[src/rtl/regbank_v2_pkg.sv]
// regbank_v2 shared definitions: register map,
// CONTROL bit positions and the bank ID byte.
package regbank_v2_pkg;

  localparam logic [7:0] ADDR_MACRO_ADDR  = 8'h00;
  localparam logic [7:0] ADDR_MACRO_DATA  = 8'h01;
  localparam logic [7:0] ADDR_MACRO_RDSEL = 8'h02;
  localparam logic [7:0] ADDR_CONTROL     = 8'h03;
  localparam logic [7:0] ADDR_SPI_ADDR    = 8'h04;
  localparam logic [7:0] ADDR_MACRO_WRSEL = 8'h05;
  localparam logic [7:0] ADDR_MACRO_INFO  = 8'h06;
  localparam logic [7:0] ADDR_PERF0       = 8'h07;
  localparam logic [7:0] ADDR_PERF1       = 8'h08;
  localparam logic [7:0] ADDR_PERF2       = 8'h09;
  localparam logic [7:0] ADDR_PERF3       = 8'h0A;
  localparam logic [7:0] ADDR_INT_STATUS  = 8'h0B;
  localparam logic [7:0] ADDR_INT_MASK    = 8'h0C;

  localparam int READBACK_BIT = 7;

  localparam int CTRL_HASH_EN  = 0;
  localparam int CTRL_AUTO_INC = 1;
  localparam int CTRL_PERF_RUN = 2;
  localparam int CTRL_LED      = 3;
  localparam int CTRL_HCLK_RST = 4;
  localparam int CTRL_ID       = 5;
  localparam int CTRL_PERF_CLR = 6;

  localparam logic [7:0] REGBANK_ID = 8'h12;

endpackage

[src/rtl/regbank_v2_sync_2ff.sv]
// regbank_v2 two-flop synchroniser, parametrised width,
// async active-low reset.
module regbank_v2_sync_2ff #(
  parameter int WIDTH = 1
) (
  input  logic             i_clk,
  input  logic             i_rst_n,
  input  logic [WIDTH-1:0] i_d,
  output logic [WIDTH-1:0] o_q
);

  logic [WIDTH-1:0] r_meta;
  logic [WIDTH-1:0] r_sync;

  // two-stage capture of the asynchronous input
  always_ff @(posedge i_clk or negedge i_rst_n) begin
    if (!i_rst_n) begin
      r_meta <= '0;
      r_sync <= '0;
    end else begin
      r_meta <= i_d;
      r_sync <= r_meta;
    end
  end

  assign o_q = r_sync;

endmodule

[src/rtl/regbank_v2.sv]
// regbank_v2: SPI-clock register bank for the hash-macro array.
// Optional perf counter: define REGBANK_PERF_COUNTER_EN.
module regbank_v2
  import regbank_v2_pkg::*;
#(
  parameter int NUM_MACROS       = 4,
  parameter int DATA_WIDTH       = 8,
  parameter int ADDR_WIDTH       = 8,
  parameter int MACRO_ADDR_WIDTH = 6,
  parameter int PERF_WIDTH       = 32
) (
  input  logic                        SPI_CLK,
  input  logic                        RST_S1_N,
  input  logic [ADDR_WIDTH-1:0]       address,
  input  logic [DATA_WIDTH-1:0]       data_in,
  input  logic                        read_strobe,
  input  logic                        write_strobe,
  output logic [DATA_WIDTH-1:0]       data_out,
  output logic                        LED_out,
  output logic                        ID_out,
  output logic                        hash_clock_reset,
  output logic [6:0]                  spi_addr,
  output logic                        interrupt_out,
  output logic                        HASH_EN,
  output logic [NUM_MACROS-1:0]       MACRO_WR_SELECT,
  output logic [NUM_MACROS-1:0]       MACRO_RD_SELECT,
  output logic                        MACRO_WR_STROBE,
  output logic [DATA_WIDTH-1:0]       DATA_TO_HASH,
  output logic [MACRO_ADDR_WIDTH-1:0] HASH_ADDR,
  input  logic [3:0]                  THREAD_COUNT,
  input  logic [NUM_MACROS-1:0]       DATA_AVAILABLE,
  input  logic [DATA_WIDTH-1:0]       DATA_FROM_HASH
);

  localparam int DW = DATA_WIDTH;
  localparam int AW = ADDR_WIDTH;
  localparam int MW = MACRO_ADDR_WIDTH;

`ifdef REGBANK_PERF_COUNTER_EN
  localparam logic [DW-1:0] CTRL_WMASK = DW'(8'h3F);
`else
  localparam logic [DW-1:0] CTRL_WMASK = DW'(8'h3B);
`endif

  logic [DW-1:0]         r_macro_addr;
  logic [DW-1:0]         r_macro_data;
  logic [NUM_MACROS-1:0] r_rd_sel;
  logic [NUM_MACROS-1:0] r_wr_sel;
  logic [DW-1:0]         r_control;
  logic [DW-1:0]         r_spi_addr;
  logic [NUM_MACROS-1:0] r_int_status;
  logic [DW-1:0]         r_int_mask;
  logic [NUM_MACROS-1:0] r_da_prev;
  logic                  r_wr_stb;
  logic                  r_inc_pend;
  logic [DW-1:0]         r_data_out;

  logic [NUM_MACROS-1:0] w_da_sync;
  logic [NUM_MACROS-1:0] w_da_rise;
  logic [NUM_MACROS-1:0] w_ist_clr;
  logic [DW-1:0]         w_dfh_sync;
  logic [DW-1:0]         w_rd_data;
  logic [DW-1:0]         w_maddr_inc;
  logic [DW-1:0]         w_perf_b0;
  logic [23:0]           w_snap;

  logic w_sel_rb, w_sel_maddr, w_sel_mdata, w_sel_rdsel;
  logic w_sel_ctrl, w_sel_spi, w_sel_wrsel, w_sel_info;
  logic w_sel_p0, w_sel_p1, w_sel_p2, w_sel_p3;
  logic w_sel_ist, w_sel_imask;

  regbank_v2_sync_2ff #(.WIDTH(NUM_MACROS)) u_sync_da (
    .i_clk   (SPI_CLK),
    .i_rst_n (RST_S1_N),
    .i_d     (DATA_AVAILABLE),
    .o_q     (w_da_sync)
  );

  regbank_v2_sync_2ff #(.WIDTH(DW)) u_sync_dfh (
    .i_clk   (SPI_CLK),
    .i_rst_n (RST_S1_N),
    .i_d     (DATA_FROM_HASH),
    .o_q     (w_dfh_sync)
  );

  assign w_sel_rb    = address[READBACK_BIT];
  assign w_sel_maddr = address == AW'(ADDR_MACRO_ADDR);
  assign w_sel_mdata = address == AW'(ADDR_MACRO_DATA);
  assign w_sel_rdsel = address == AW'(ADDR_MACRO_RDSEL);
  assign w_sel_ctrl  = address == AW'(ADDR_CONTROL);
  assign w_sel_spi   = address == AW'(ADDR_SPI_ADDR);
  assign w_sel_wrsel = address == AW'(ADDR_MACRO_WRSEL);
  assign w_sel_info  = address == AW'(ADDR_MACRO_INFO);
  assign w_sel_p0    = address == AW'(ADDR_PERF0);
  assign w_sel_p1    = address == AW'(ADDR_PERF1);
  assign w_sel_p2    = address == AW'(ADDR_PERF2);
  assign w_sel_p3    = address == AW'(ADDR_PERF3);
  assign w_sel_ist   = address == AW'(ADDR_INT_STATUS);
  assign w_sel_imask = address == AW'(ADDR_INT_MASK);

  assign w_da_rise = w_da_sync & ~r_da_prev;
  assign w_ist_clr = (write_strobe && w_sel_ist)
                   ? data_in[NUM_MACROS-1:0] : '0;

  // macro address wraps inside the HASH_ADDR field only
  always_comb begin
    w_maddr_inc = r_macro_addr;
    w_maddr_inc[MW-1:0] = r_macro_addr[MW-1:0] + MW'(1);
  end

  // read-data mux, sampled into data_out on read_strobe
  always_comb begin
    w_rd_data = '0;
    unique case (1'b1)
      w_sel_rb:    w_rd_data = w_dfh_sync;
      w_sel_maddr: w_rd_data = r_macro_addr;
      w_sel_rdsel: w_rd_data = DW'(r_rd_sel);
      w_sel_ctrl:  w_rd_data = r_control;
      w_sel_spi:   w_rd_data = r_spi_addr;
      w_sel_wrsel: w_rd_data = DW'(REGBANK_ID);
      w_sel_info:  w_rd_data = DW'({4'(NUM_MACROS),
                                    THREAD_COUNT});
      w_sel_p0:    w_rd_data = w_perf_b0;
      w_sel_p1:    w_rd_data = DW'(w_snap[7:0]);
      w_sel_p2:    w_rd_data = DW'(w_snap[15:8]);
      w_sel_p3:    w_rd_data = DW'(w_snap[23:16]);
      w_sel_ist:   w_rd_data = DW'(r_int_status);
      w_sel_imask: w_rd_data = r_int_mask;
      default:     w_rd_data = '0;
    endcase
  end

  // SPI-written configuration registers
  always_ff @(posedge SPI_CLK or negedge RST_S1_N) begin
    if (!RST_S1_N) begin
      r_macro_data <= '0;
      r_rd_sel     <= '0;
      r_wr_sel     <= '0;
      r_control    <= '0;
      r_spi_addr   <= '0;
      r_int_mask   <= '1;
    end else if (write_strobe) begin
      if (w_sel_mdata) r_macro_data <= data_in;
      if (w_sel_rdsel) r_rd_sel <= data_in[NUM_MACROS-1:0];
      if (w_sel_wrsel) r_wr_sel <= data_in[NUM_MACROS-1:0];
      if (w_sel_ctrl)  r_control <= data_in & CTRL_WMASK;
      if (w_sel_spi)   r_spi_addr <= data_in;
      if (w_sel_imask) r_int_mask <= data_in;
    end
  end

  // macro address, write strobe and deferred auto-increment
  always_ff @(posedge SPI_CLK or negedge RST_S1_N) begin
    if (!RST_S1_N) begin
      r_macro_addr <= '0;
      r_wr_stb     <= 1'b0;
      r_inc_pend   <= 1'b0;
    end else begin
      r_wr_stb   <= write_strobe && w_sel_mdata;
      r_inc_pend <= write_strobe && w_sel_mdata
                 && r_control[CTRL_AUTO_INC];
      if (write_strobe && w_sel_maddr)
        r_macro_addr <= data_in;
      else if (r_inc_pend)
        r_macro_addr <= w_maddr_inc;
    end
  end

  // sticky interrupt status, set beats W1C
  always_ff @(posedge SPI_CLK or negedge RST_S1_N) begin
    if (!RST_S1_N) begin
      r_int_status <= '0;
      r_da_prev    <= '0;
    end else begin
      r_int_status <= (r_int_status & ~w_ist_clr) | w_da_rise;
      r_da_prev    <= w_da_sync;
    end
  end

  // registered read data, held between reads
  always_ff @(posedge SPI_CLK or negedge RST_S1_N) begin
    if (!RST_S1_N)        r_data_out <= '0;
    else if (read_strobe) r_data_out <= w_rd_data;
  end

`ifdef REGBANK_PERF_COUNTER_EN
  logic [PERF_WIDTH-1:0] r_perf;
  logic [23:0]           r_snap;
  logic [31:0]           w_perf32;

  assign w_perf32  = 32'(r_perf);
  assign w_perf_b0 = DW'(w_perf32[7:0]);
  assign w_snap    = r_snap;

  // free-running perf counter, clear beats increment
  always_ff @(posedge SPI_CLK or negedge RST_S1_N) begin
    if (!RST_S1_N)
      r_perf <= '0;
    else if (write_strobe && w_sel_ctrl
             && data_in[CTRL_PERF_CLR])
      r_perf <= '0;
    else if (r_control[CTRL_PERF_RUN])
      r_perf <= r_perf + PERF_WIDTH'(1);
  end

  // upper bytes frozen when byte 0 is read
  always_ff @(posedge SPI_CLK or negedge RST_S1_N) begin
    if (!RST_S1_N)                    r_snap <= '0;
    else if (read_strobe && w_sel_p0) r_snap <= w_perf32[31:8];
  end
`else
  assign w_perf_b0 = DW'(PERF_WIDTH'(0));
  assign w_snap    = '0;
`endif

  assign data_out         = r_data_out;
  assign HASH_EN          = r_control[CTRL_HASH_EN];
  assign LED_out          = r_control[CTRL_LED];
  assign hash_clock_reset = r_control[CTRL_HCLK_RST];
  assign ID_out           = r_control[CTRL_ID];
  assign spi_addr         = r_spi_addr[6:0];
  assign MACRO_WR_SELECT  = r_wr_sel;
  assign MACRO_RD_SELECT  = r_rd_sel;
  assign MACRO_WR_STROBE  = r_wr_stb;
  assign DATA_TO_HASH     = r_macro_data;
  assign HASH_ADDR        = r_macro_addr[MW-1:0];
  assign interrupt_out    =
    |(r_int_status & r_int_mask[NUM_MACROS-1:0]);

endmodule

[config.mk]
export PLATFORM = sky130hd
export DESIGN_NAME = regbank_v2
export DESIGN_NICKNAME = d
export VERILOG_FILES = /design/src/rtl/regbank_v2_pkg.sv /design/src/rtl/regbank_v2_sync_2ff.sv /design/src/rtl/regbank_v2.sv
export SDC_FILE = /design/constraint.sdc
export NUM_CORES = 1
export LEC_CHECK = 0
export ABC_AREA = 1
export ABC_CLOCK_PERIOD_IN_PS = 3130
export BUFFER_PORTS_ARGS = -buffer_cell sky130_fd_sc_hd__buf_4
export CAP_MARGIN = 20
export CORE_MARGIN = 5
export CORE_UTILIZATION = 58
export DETAILED_ROUTE_END_ITERATION = 16
export PLACE_DENSITY = 0.87
export SETUP_SLACK_MARGIN = 0.15
export SLEW_MARGIN = 20
export SYNTH_ARGS = -nofsm -noshare
export SYNTH_HDL_FRONTEND = slang
export SYNTH_HIERARCHICAL = 1
export SYNTH_SLANG_ARGS = --single-unit
[constraint.sdc]
create_clock -name SPI_CLK -period 3.13 [get_ports SPI_CLK]
set_input_delay 0.1565 -clock SPI_CLK [delete_from_list [all_inputs] [get_ports SPI_CLK]]
set_output_delay 0.1565 -clock SPI_CLK [all_outputs]
set_load 0.03 [all_outputs]
==> metrics.md, run 1 <==
| Metric | Value |
|---|---|
| Post-synth top area share | 51.8% |
| Final period util | 45.0% |
| Average cell area after synthesis | between 9 and 10 sq um |
| Placed Cells | 540 |
| Main flop type after synthesis | dfrtp_1 |
| Die footprint | 8300 sq um |
| Vias | between 3,000 and 4,000 |
| CORE AREA | 6390 sq um |
| Tot Pwr | approximately 2.4 mW |
| Clock share of power | a little over a third |
| CP Launch Type | flop |
| GRT Util Overall | 23.0% |
| Syn Inst Count | 407 |
| Max-slew violation count | 0 |
| Sequential share of the synthesized area | between 50% and 60% |
| Slew at the pin with the worst max-slew slack | 0.766 ns |
| Synthesized area | 3810 sq um |
| DRC viols | 0 |
| Largest net degree at the start of global routing | 88 |
| Switching pwr | 0.614 mW |
| Max clock buf depth | 2 |
| # clock sinks | 87 |
| Initial core utilization | 59.7% |
| Power density over the cells | 504 nW/um^2 |
| Final Setup Violations | 0 |
| GRT overflow | 0 |
| TritonCTS clock tree | built |
| Fin util | 73.1% |
| Leading cell type by number of instances after synthesis | nand2_1 |
| Leak | 2.37 nW |
| Top area cells in the synthesized netlist | dfrtp_1, nand2_1, dfstp_2 |
| Clock Skews | between 0.01 and 0.015 ns |
| Comb power frac | 12.3% |
| CP endpoint kind | output port |
| Drt pass-1 iters | 4 |
| Crit path DAT | 1.25 ns |
| Max Fanout on Critical Path | 3 |
| Ys async rst share | 100% |
| Yosys top cell by area | dfrtp_1 |
| Sw frac | between 20% and 30% |
| Crit-path slowest cell | dfstp_2 |
| DRT antenna net count | 0 |
| Outcome | finished, final reports clean |
| Site row count | 29 |
| Fmax | 0.710 GHz |
| Placer Congestion | 0.895 |
| Final hold vios | 0 |
| Routed WL per cell | roughly 16 um |
| IO Pins | 79 |
| Chip height | 91.1 um |
| Area grow syn2layout | 22.3% |
| RSZ-0062 raised after global routing | no |
| Clock latency on the worst-skew pair | 0.37 ns |
| Violation count after the first detailed-route iteration | 165 |
| Final min period | 1.41 ns |
| Slew headroom | between 40% and 50% |
| Ratio of cells with drive above 1 in the final layout | between 20% and 30% |
| Synth cell types | 32 |
| Final WL | a little over 9 mm |
| Area after DPL | about 4300 sq um |
| Post-synth EDFFs | 0 |
| Setup TNS | 0 ns |
| DR vias/cell | 5.33 |
| Total of max-cap violations | 0 |
| WP data required | 2.97 ns |
| Post-DP HPWL | 6.41 mm |
| Antenna Cells | 0 |
| Setup CP Type | flop to output port |
| Final Non-Filler Cells | approximately 570 |
| Internal Pwr Total | 1.74 mW |
| Worst min path class | input pin to flop |
| YS warnings | 6 |
| Number of global-route vias before repair | 3,098 |
| First-pass GRT wire length | around 15 mm |
| PortBufs | 78 |
| H-Tree Depth | 3 |
| Total CTS buffers | 9 |
| Register clock-pin slew on the reported worst setup and hold paths | 0.08 ns |
| CTS root buffer | clkbuf_8 |
| Initial antenna violation count | 0 |
| Layout Cell Area excl Fill | 4670 sq um |
| Crit path cell chain | nand2_1 > nand4_1 > buf_4 |
| Post-synth top cells | nand2_1, dfrtp_1, inv_1 |
| Resize count post-CTS | 0 |
| Post-synthesis register bit count | 87 |
| Mapped Nets | 444 |
| Fin nets | 525 |
| Register share of total power | 51.7% |
| Worst VDD drop | around 0.47 mV |
| Slowest stage delay, CP | 0.56 ns |
| Die X | 91.1 um |
[layer usage]
layer / up-vias / GRT usage, % / wire length [um]
li1: 1446 / - / -
met1: 1464 / 28.6 / 3670
met2: 99 / 38.5 / 4640
met3: 24 / 6.61 / 545
met4: 0 / 7.95 / 218
met5: - / 0 / 0
[power by group through the flow]
stage,Sequential [mW],Clock [mW],Combinational [mW]
6_report,1.22,0.846,0.290
5_1_grt,1.22,0.915,0.314
4_1_cts,1.22,0.859,0.291
3_5_place_dp,1.24,0,0.276
3_3_place_gp,1.24,0,0.269
2_1_floorplan,1.27,0,0.117
[what timing repair did]
action | 4_1_cts | 5_1_grt
hold endpoints to repair | 13 | 79
setup buffers | 0 | 0
hold buffers | 13 | 1
[final timing paths]
path,cells past startpoint,to,startpoint,slack [ns]
max,3,interrupt_out,r_int_mask[1]$_DFFE_PN1P_,1.72
min,3,r_macro_addr[3]$_DFFE_PN0P_,data_in[3],0.02
max reg2reg,6,r_macro_addr[4]$_DFFE_PN0P_,r_macro_addr[0]$_DFFE_PN0P_,1.88
min reg2reg,0,u_sync_dfh/o_q[5]$_DFF_PN0_,u_sync_dfh/r_meta[5]$_DFF_PN0_,0.35
max in group asynchronous,2,u_sync_dfh/r_meta[1]$_DFF_PN0_,RST_S1_N,2.20
min in group asynchronous,2,MACRO_WR_SELECT[2]$_DFFE_PN0P_,RST_S1_N,0.41
[worst max-delay path: cells and delay by family, from the launching register on]
family / cells / cell delay (ns)
buf+inv: 1 / 0.17
simple gates: 2 / 0.17
flops: 1 / 0.56
[per-stage QoR]
step / hold slack [ns] / setup slack [ns]
after detailed placement: 0.267 / 1.68
after CTS: 0.0160 / 1.72
after floorplan: -0.139 / 1.97
after global placement: 0.266 / 1.77
after global routing: 0.0247 / 1.67
final: 0.0233 / 1.72
[final cells by class]
cell class	count	area (sq um)
Multi-Input combinational cell	260	1300
Clock buffer	10	128
Clock inverter	5	83.8
Inverter	38	145
Tap cell	77	96.3
Sequential cell	87	2190
Timing Repair Buffer	92	729
Fill cell	474	1720
[cell families (layout without fill, tap and decap cells)]
family | count (synthesis) | count (layout) | synth area share [%]
compound gates | 52 | 52 | 8.49
flops | 87 | 87 | 57.3
buf+inv | 60 | 145 | 8.66
simple gates | 204 | 204 | 24.5
xor+xnor | 3 | 3 | 0.689
fa+ha+maj | 1 | 1 | 0.328
[flip-flops by register name (all words and copies together), names as in the netlist]
register	count
u_sync_da/o_q	4
r_control	5
r_da_prev	4
r_inc_pend	1
MACRO_WR_STROBE	1
r_spi_addr	8
data_out	8
DATA_TO_HASH	8
u_sync_dfh/r_meta	8
u_sync_da/r_meta	4
MACRO_RD_SELECT	4
u_sync_dfh/o_q	8
r_int_mask	8
r_macro_addr	8
MACRO_WR_SELECT	4
r_int_status	4
[placed cells by master (no fill, tap or decap)]
cell,count
nand2_1,126
dfrtp_1,79
buf_4,77
inv_1,33
nand3_1,31
nor2_1,24
o21ai_0,22
dlygate4sd3_1,14
o21ai_1,13
clkbuf_8,9
nand2_2,8
o21ai_2,8
dfstp_2,8
inv_2,4
nand4_1,4
nor3_1,3
o22ai_1,3
nor2_4,2
nor2_8,2
o2bb2ai_1,2
nor3_4,2
xnor2_1,2
clkinvlp_4,2
bufinv_16,2
nand2_8,1
inv_4,1
o211ai_1,1
a22oi_1,1
nand2_4,1
xor2_1,1
o221ai_2,1
o211ai_2,1
ha_1,1
clkbuf_1,1
inv_6,1
buf_6,1
(Power assumes the default switching activity.)
==> inputs of run 2 (changes only) <==
ABC_CLOCK_PERIOD_IN_PS = 1100   (was 3130)
CORE_UTILIZATION = 49   (was 58)
PLACE_DENSITY = 0.78   (was 0.87)
clock period = 1.1 ns   (was 3.13 ns; I/O delays follow)
==> run 2 against run 1 <==
The flow now finishes with violations (negative setup slack). Critical endpoint unchanged. Register-to-register slack worse by 2.0 ns. Count of clock-buffer cells in the layout unchanged. Critical path type unchanged. Sequential power increased to 2.9 times the previous value. Routed wire length is 13% higher. Cell area grew 18%. Clock skew fell by 0.0010 ns. Hold slack lost 0.0088 ns.
==> metrics.md, run 2 (synthesis results as in run 1) <==
| Metric | Value |
|---|---|
| Max-slew violation count | 0 |
| CP endpoint kind | output port |
| Number of global-route vias before repair | 3,292 |
| Total of max-cap violations | 0 |
| Final period util | 121% |
| Final min period | 1.33 ns |
| Slew headroom | roughly 70% |
| Final setup margin | -0.226 ns |
| Ratio of cells with drive above 1 in the final layout | 41.9% |
| Worst VDD drop | 0.873 mV |
| Register clock-pin slew on the reported worst setup and hold paths | 0.09 ns |
| Power density over the cells | between 1000 and 1500 nW/um^2 |
| Max Fanout on Critical Path | 2 |
| Area grow syn2layout | 44.2% |
| Clock Skews | 0.0132 ns |
| Met1 Usage GRT | 28.8% |
| Initial antenna violation count | 0 |
| Hold Slack | 0.0145 ns |
| PortBufs | 78 |
| Violated checks | negative setup slack |
| Total CTS buffers | 9 |
| Met2 Track Usage GR | 35.1% |
| Largest net degree at the start of global routing | 88 |
| WP data required | between 1 and 1.5 ns |
| Antenna Cells | 0 |
| Crit path DAT | 1.27 ns |
| DRT antenna net count | 0 |
| Final WL | 10.3 mm |
| Slew at the pin with the worst max-slew slack | ~0.46 ns |
| GRT overflow | 0 |
| Layout Cell Area excl Fill | between 5000 and 6000 sq um |
| Post-DP HPWL | 6.80 mm |
| Pre-CTS WS | -0.131 ns |
| Initial core utilization | 49.9% |
| Final hold vios | 0 |
| Fin nets | 578 |
| Vias | 3,251 |
| Buf+Inv Stages, Crit Path | 1 |
| Max clock buf depth | 2 |
| Chip height | 98.2 um |
| Filler instances | 545 |
| Crit path cell chain | nand2_2 > nand4_1 > buf_6 |
| DRC viols | 0 |
| # clock sinks | 87 |
| Final Setup Violations | 9 |
| Drt pass-1 iters | 8 |
| GRT Util Overall | a little over a fifth |
| Most common cell after layout, fill and taps aside | nand2_1 |
| Crit-path slowest cell | dfstp_2 |
| IO Pins | 79 |
| Worst min path class | input pin to flop |
| First-pass GRT wire length | around 16 mm |
| Die X | 98.2 um |
| CORE AREA | 7650 sq um |
| Met3 usage | 4.36% |
| GRT Max-Usage Layer | met2 |
| Area after DPL | 4590 sq um |
| TritonCTS clock tree | built |
| Cell family with the largest share of critical-path delay | flip-flops |
| Setup TNS | -0.662 ns |
| Site row count | 32 |
| Violation count after the first detailed-route iteration | 221 |
| H-Tree Depth | 3 |
| Clock latency on the worst-skew pair | roughly 0.36 ns |
| Routed WL per cell | approximately 16 um |
| RSZ-0062 raised after global routing | yes |
| CTS root buffer | clkbuf_8 |
| Outcome | finished, violations left |
| DR vias/cell | 5.02 |
| Die footprint | about 9700 sq um |
| Placer Congestion | 0.902 |
| Fmax | 0.754 GHz |
| CP Launch Type | flop |
| Leak | approximately 2.7 nW |
| Slowest stage delay, CP | 0.55 ns |
| Most frequent cells in the layout | nand2_1, buf_4, dfrtp_1 |
| Setup CP Type | flop to output port |
## run 2: changes by cell type in the layout (fill, tap and decap cells not counted), moves of 5 or more
| cell | before | now |
|---|---|---|
| dfrtp_2 | 0 | 12 |
| buf_6 | 1 | 55 |
| nor2_1 | 24 | 19 |
| buf_4 | 77 | 72 |
| nand2_2 | 8 | 16 |
| nand2_1 | 126 | 115 |
| nand3_2 | 0 | 9 |
| nand3_1 | 31 | 21 |
| dfrtp_1 | 79 | 67 |
## run 2: report_power, final
group	leakage [nW]	internal [mW]	switching, mW
Sequential	1.06	3.37	0.119
Combinational	1.58	0.496	0.571
Clock	0.108	1.13	1.18
## run 2: area by class of cell
| cell class | count | area, sq um | share of cell area, % |
|---|---|---|---|
| clock buffers | 10 | 138 | 2.50 |
| clock inverters | 6 | 68.8 | 1.25 |
| inverters | 38 | 150 | 2.73 |
| multi-input cells | 260 | 1470 | 26.6 |
| flip-flops and latches | 87 | 2200 | 40.0 |
| well taps | 102 | 128 | 2.32 |
| repair buffers | 145 | 1350 | 24.5 |
## run 2: path summary, 6_finish.rpt
kind                                           startpoint                             end  slack, ns  depth (start not counted)
min in group asynchronous                        RST_S1_N  MACRO_RD_SELECT[0]$_DFFE_PN0P_       0.25                          3
min reg2reg                u_sync_dfh/r_meta[5]$_DFF_PN0_     u_sync_dfh/o_q[5]$_DFF_PN0_       0.35                          0
max                             r_int_mask[2]$_DFFE_PN1P_                   interrupt_out      -0.23                          3
max reg2reg                   r_macro_addr[1]$_DFFE_PN0P_     r_macro_addr[4]$_DFFE_PN0P_      -0.11                          6
min                                            data_in[6]     r_macro_addr[6]$_DFFE_PN0P_       0.01                          3
max in group asynchronous                        RST_S1_N     r_macro_addr[3]$_DFFE_PN0P_       0.45                          3
## run 2: through the flow
stage	cells	utilization, %	power [mW]
final	648	72.0	6.86
after global routing	648	72.0	7.11
after CTS	640	70.2	6.84
after detailed placement	590	60.1	4.37
after global placement	590	60.1	4.35
after floorplan	407	-	3.96
## run 2: what timing repair did
item,4_1_cts,5_1_grt
setup buffers,17,8
endpoints found under the hold margin,101,0
hold buffers,17,0
resized for setup,71,25
pin swaps,14,20
endpoints found under the setup margin,54,56
## run 2: layer usage
| metal | vias to the layer above | part of all wire (%) |
|---|---|---|
| met2 | 127 | 49 |
| met3 | 21 | 6.5 |
| met1 | 1543 | 43 |
| met5 | - | 0 |
| li1 | 1560 | - |
| met4 | 0 | 2.1 |
## run 2: worst reg2reg max path: cells and delay by family (launching register included)
family | cells | cell delay (ns)
adder cells (fa/ha/maj) | 1 | 0.19
buffers and inverters | 1 | 0.07
XOR/XNOR | 1 | 0.15
AND/OR/NAND/NOR | 2 | 0.16
AO/OA/AOI/OAI | 1 | 0.08
flip-flops | 1 | 0.47
==> inputs of run 3 (changes only) <==
CORE_ASPECT_RATIO = 0.6   (was default)
CORE_MARGIN = default   (was 5)
SLEW_MARGIN = 40   (was 20)
==> run 3 against run 2 <==
The run still ends with negative setup slack left. Hold slack better by 0.0030 ns. Die area down 16%. Via count up 4.3%. Cell area rose by 2.6%. Clock skew down 0.0077 ns. Routed wire length rose by 1.6%. Largest power group unchanged. Sequential cell count unchanged. Highest routed layer unchanged. Combinational power about the same. Critical endpoint unchanged.
==> metrics.md, run 3 (synthesis results as in run 1) <==
| Metric | Value |
|---|---|
| Crit path cell chain | nand2_2 > nand4_1 > buf_6 |
| Most frequent cells in the layout | nand2_1, buf_4, dfrtp_1 |
| Final Setup Violations | 11 |
| IO Pins | 79 |
| Clock latency on the worst-skew pair | 0.34 ns |
| WP data required | 1.04 ns |
| R2r setup slk | -0.16 ns |
| Area after DPL | roughly 4600 sq um |
| DRT antenna net count | 0 |
| Final min period | 1.32 ns |
| Worst min path class | input pin to flop |
| Setup CP Type | flop to output port |
| DR vias/cell | ~5.2 |
| Crit path DAT | 1.26 ns |
| Drt pass-1 iters | 5 |
| Final WL | between 10 and 15 mm |
| CORE AREA | 7390 sq um |
| Vias | around 3,400 |
| CP Launch Type | flop |
| CP endpoint kind | output port |
| PortBufs | 78 |
| DRC viols | 0 |
| Ratio of cells with drive above 1 in the final layout | about two fifths |
| Critical R2R Launch | r_macro_addr[1]$_DFFE_PN0P_ |
| Tot Pwr | 7.91 mW |
| Initial core utilization | ~52% |
| Outcome | finished, violations left |
| Largest net degree at the start of global routing | 88 |
| GRT overflow | 0 |
| Total CTS buffers | 9 |
| Power density over the cells | 1400 nW/um^2 |
| Slew headroom | 68.7% |
| # clock sinks | 87 |
| Final setup margin | -0.218 ns |
| Fin util | 76.5% |
| Violation count after the first detailed-route iteration | 263 |
| Fin nets | between 500 and 600 |
| Register clock-pin slew on the reported worst setup and hold paths | 0.06 ns |
| Placed Cells | 592 |
| Site row count | 24 |
| Reg-to-Reg End | data_out[1]$_DFFE_PN0P_ |
| Critical path origin | r_int_mask[1]$_DFFE_PN1P_ |
| Chip height | 70.3 um |
| Worst VDD drop | between 1 and 1.5 mV |
| Antenna Cells | 0 |
| Pre-CTS WS | -0.175 ns |
| CTS root buffer | clkbuf_16 |
| RSZ-0062 raised after global routing | yes |
| Crit-path slowest cell | dfstp_2 |
| Die footprint | 8150 sq um |
| Area grow syn2layout | 48.0% |
| Max-slew violation count | 0 |
| Fmax | 0.759 GHz |
| Initial antenna violation count | 0 |
| Slowest stage delay, CP | 0.58 ns |
| Reg2Reg Depth | 8 |
| Final period util | 120% |
| Hold Slack | 0.0175 ns |
| Slew at the pin with the worst max-slew slack | 0.470 ns |
| Final hold vios | 0 |
| H-Tree Depth | 3 |
| Setup TNS | -1.13 ns |
| Most common cell after layout, fill and taps aside | nand2_1 |
| TritonCTS clock tree | built |
| Setup crit end | interrupt_out |
| Post-DP HPWL | 6.76 mm |
| Clock Skews | roughly 0.0055 ns |
| Leak | between 2 and 3 nW |
| Final Non-Filler Cells | around 650 |
| Total of max-cap violations | 0 |
| Violated checks | negative setup slack |
| Placer Congestion | between 0.9 and 1 |
| First-pass GRT wire length | approximately 16 mm |
| GRT Util Overall | a little over a quarter |
| Routed WL per cell | 16.0 um |
| Max clock buf depth | 2 |
| Layout Cell Area excl Fill | 5650 sq um |
| Die X | around 120 um |
| Number of global-route vias before repair | 3,203 |
| Max Fanout on Critical Path | 2 |
run 3: where the power goes:
part	switching (mW)	leakage, nW	internal, mW
combinational	0.587	1.59	0.502
clock	1.26	0.159	2.06
sequential	0.123	1.06	3.37
run 3: timing repair:
action,4_1_cts,5_1_grt
hold endpoints to repair,93,0
endpoints found under the setup margin,52,67
setup buffers,13,17
pin swaps,11,19
hold buffers,15,0
cloned,0,1
resized for setup,63,25
run 3: cell type report:
cell class | count | area, sq um
tap | 104 | 130
multi-input combinational | 261 | 1450
fill | 469 | 1740
clock inverter | 6 | 90.1
timing repair buffer | 148 | 1390
sequential | 87 | 2200
inverter | 38 | 154
clock buffer | 10 | 239
run 3: worst min path at each step:
stage | from | to | slack, ns | cells after the start
after floorplan | RST_S1_N | DATA_TO_HASH[0]$_DFFE_PN0N_ | -0.24 | 0
after detailed placement | RST_S1_N | MACRO_WR_SELECT[1]$_DFFE_PN0P_ | 0.13 | 2
after global routing | read_strobe | data_out[4]$_DFFE_PN0P_ | 0.04 | 3
after global placement | RST_S1_N | MACRO_WR_SELECT[2]$_DFFE_PN0P_ | 0.12 | 2
final | read_strobe | data_out[4]$_DFFE_PN0P_ | 0.02 | 3
after CTS | read_strobe | data_out[0]$_DFFE_PN0P_ | 0.008 | 3
run 3: critical path: cells and delay by family (launching register included):
kind,cells,cell delay (ns)
AND/OR/NAND/NOR,2,0.19
buffers and inverters,1,0.15
flip-flops,1,0.58
run 3: metal layers:
layer  vias to the layer above  track usage (%)  part of all wire (%)
li1                       1570                -                     -
met1                      1639             38.2                    45
met2                       163             39.8                    45
met3                        18             6.68                   8.5
met4                         0             7.26                   1.3
met5                         -                0                     0
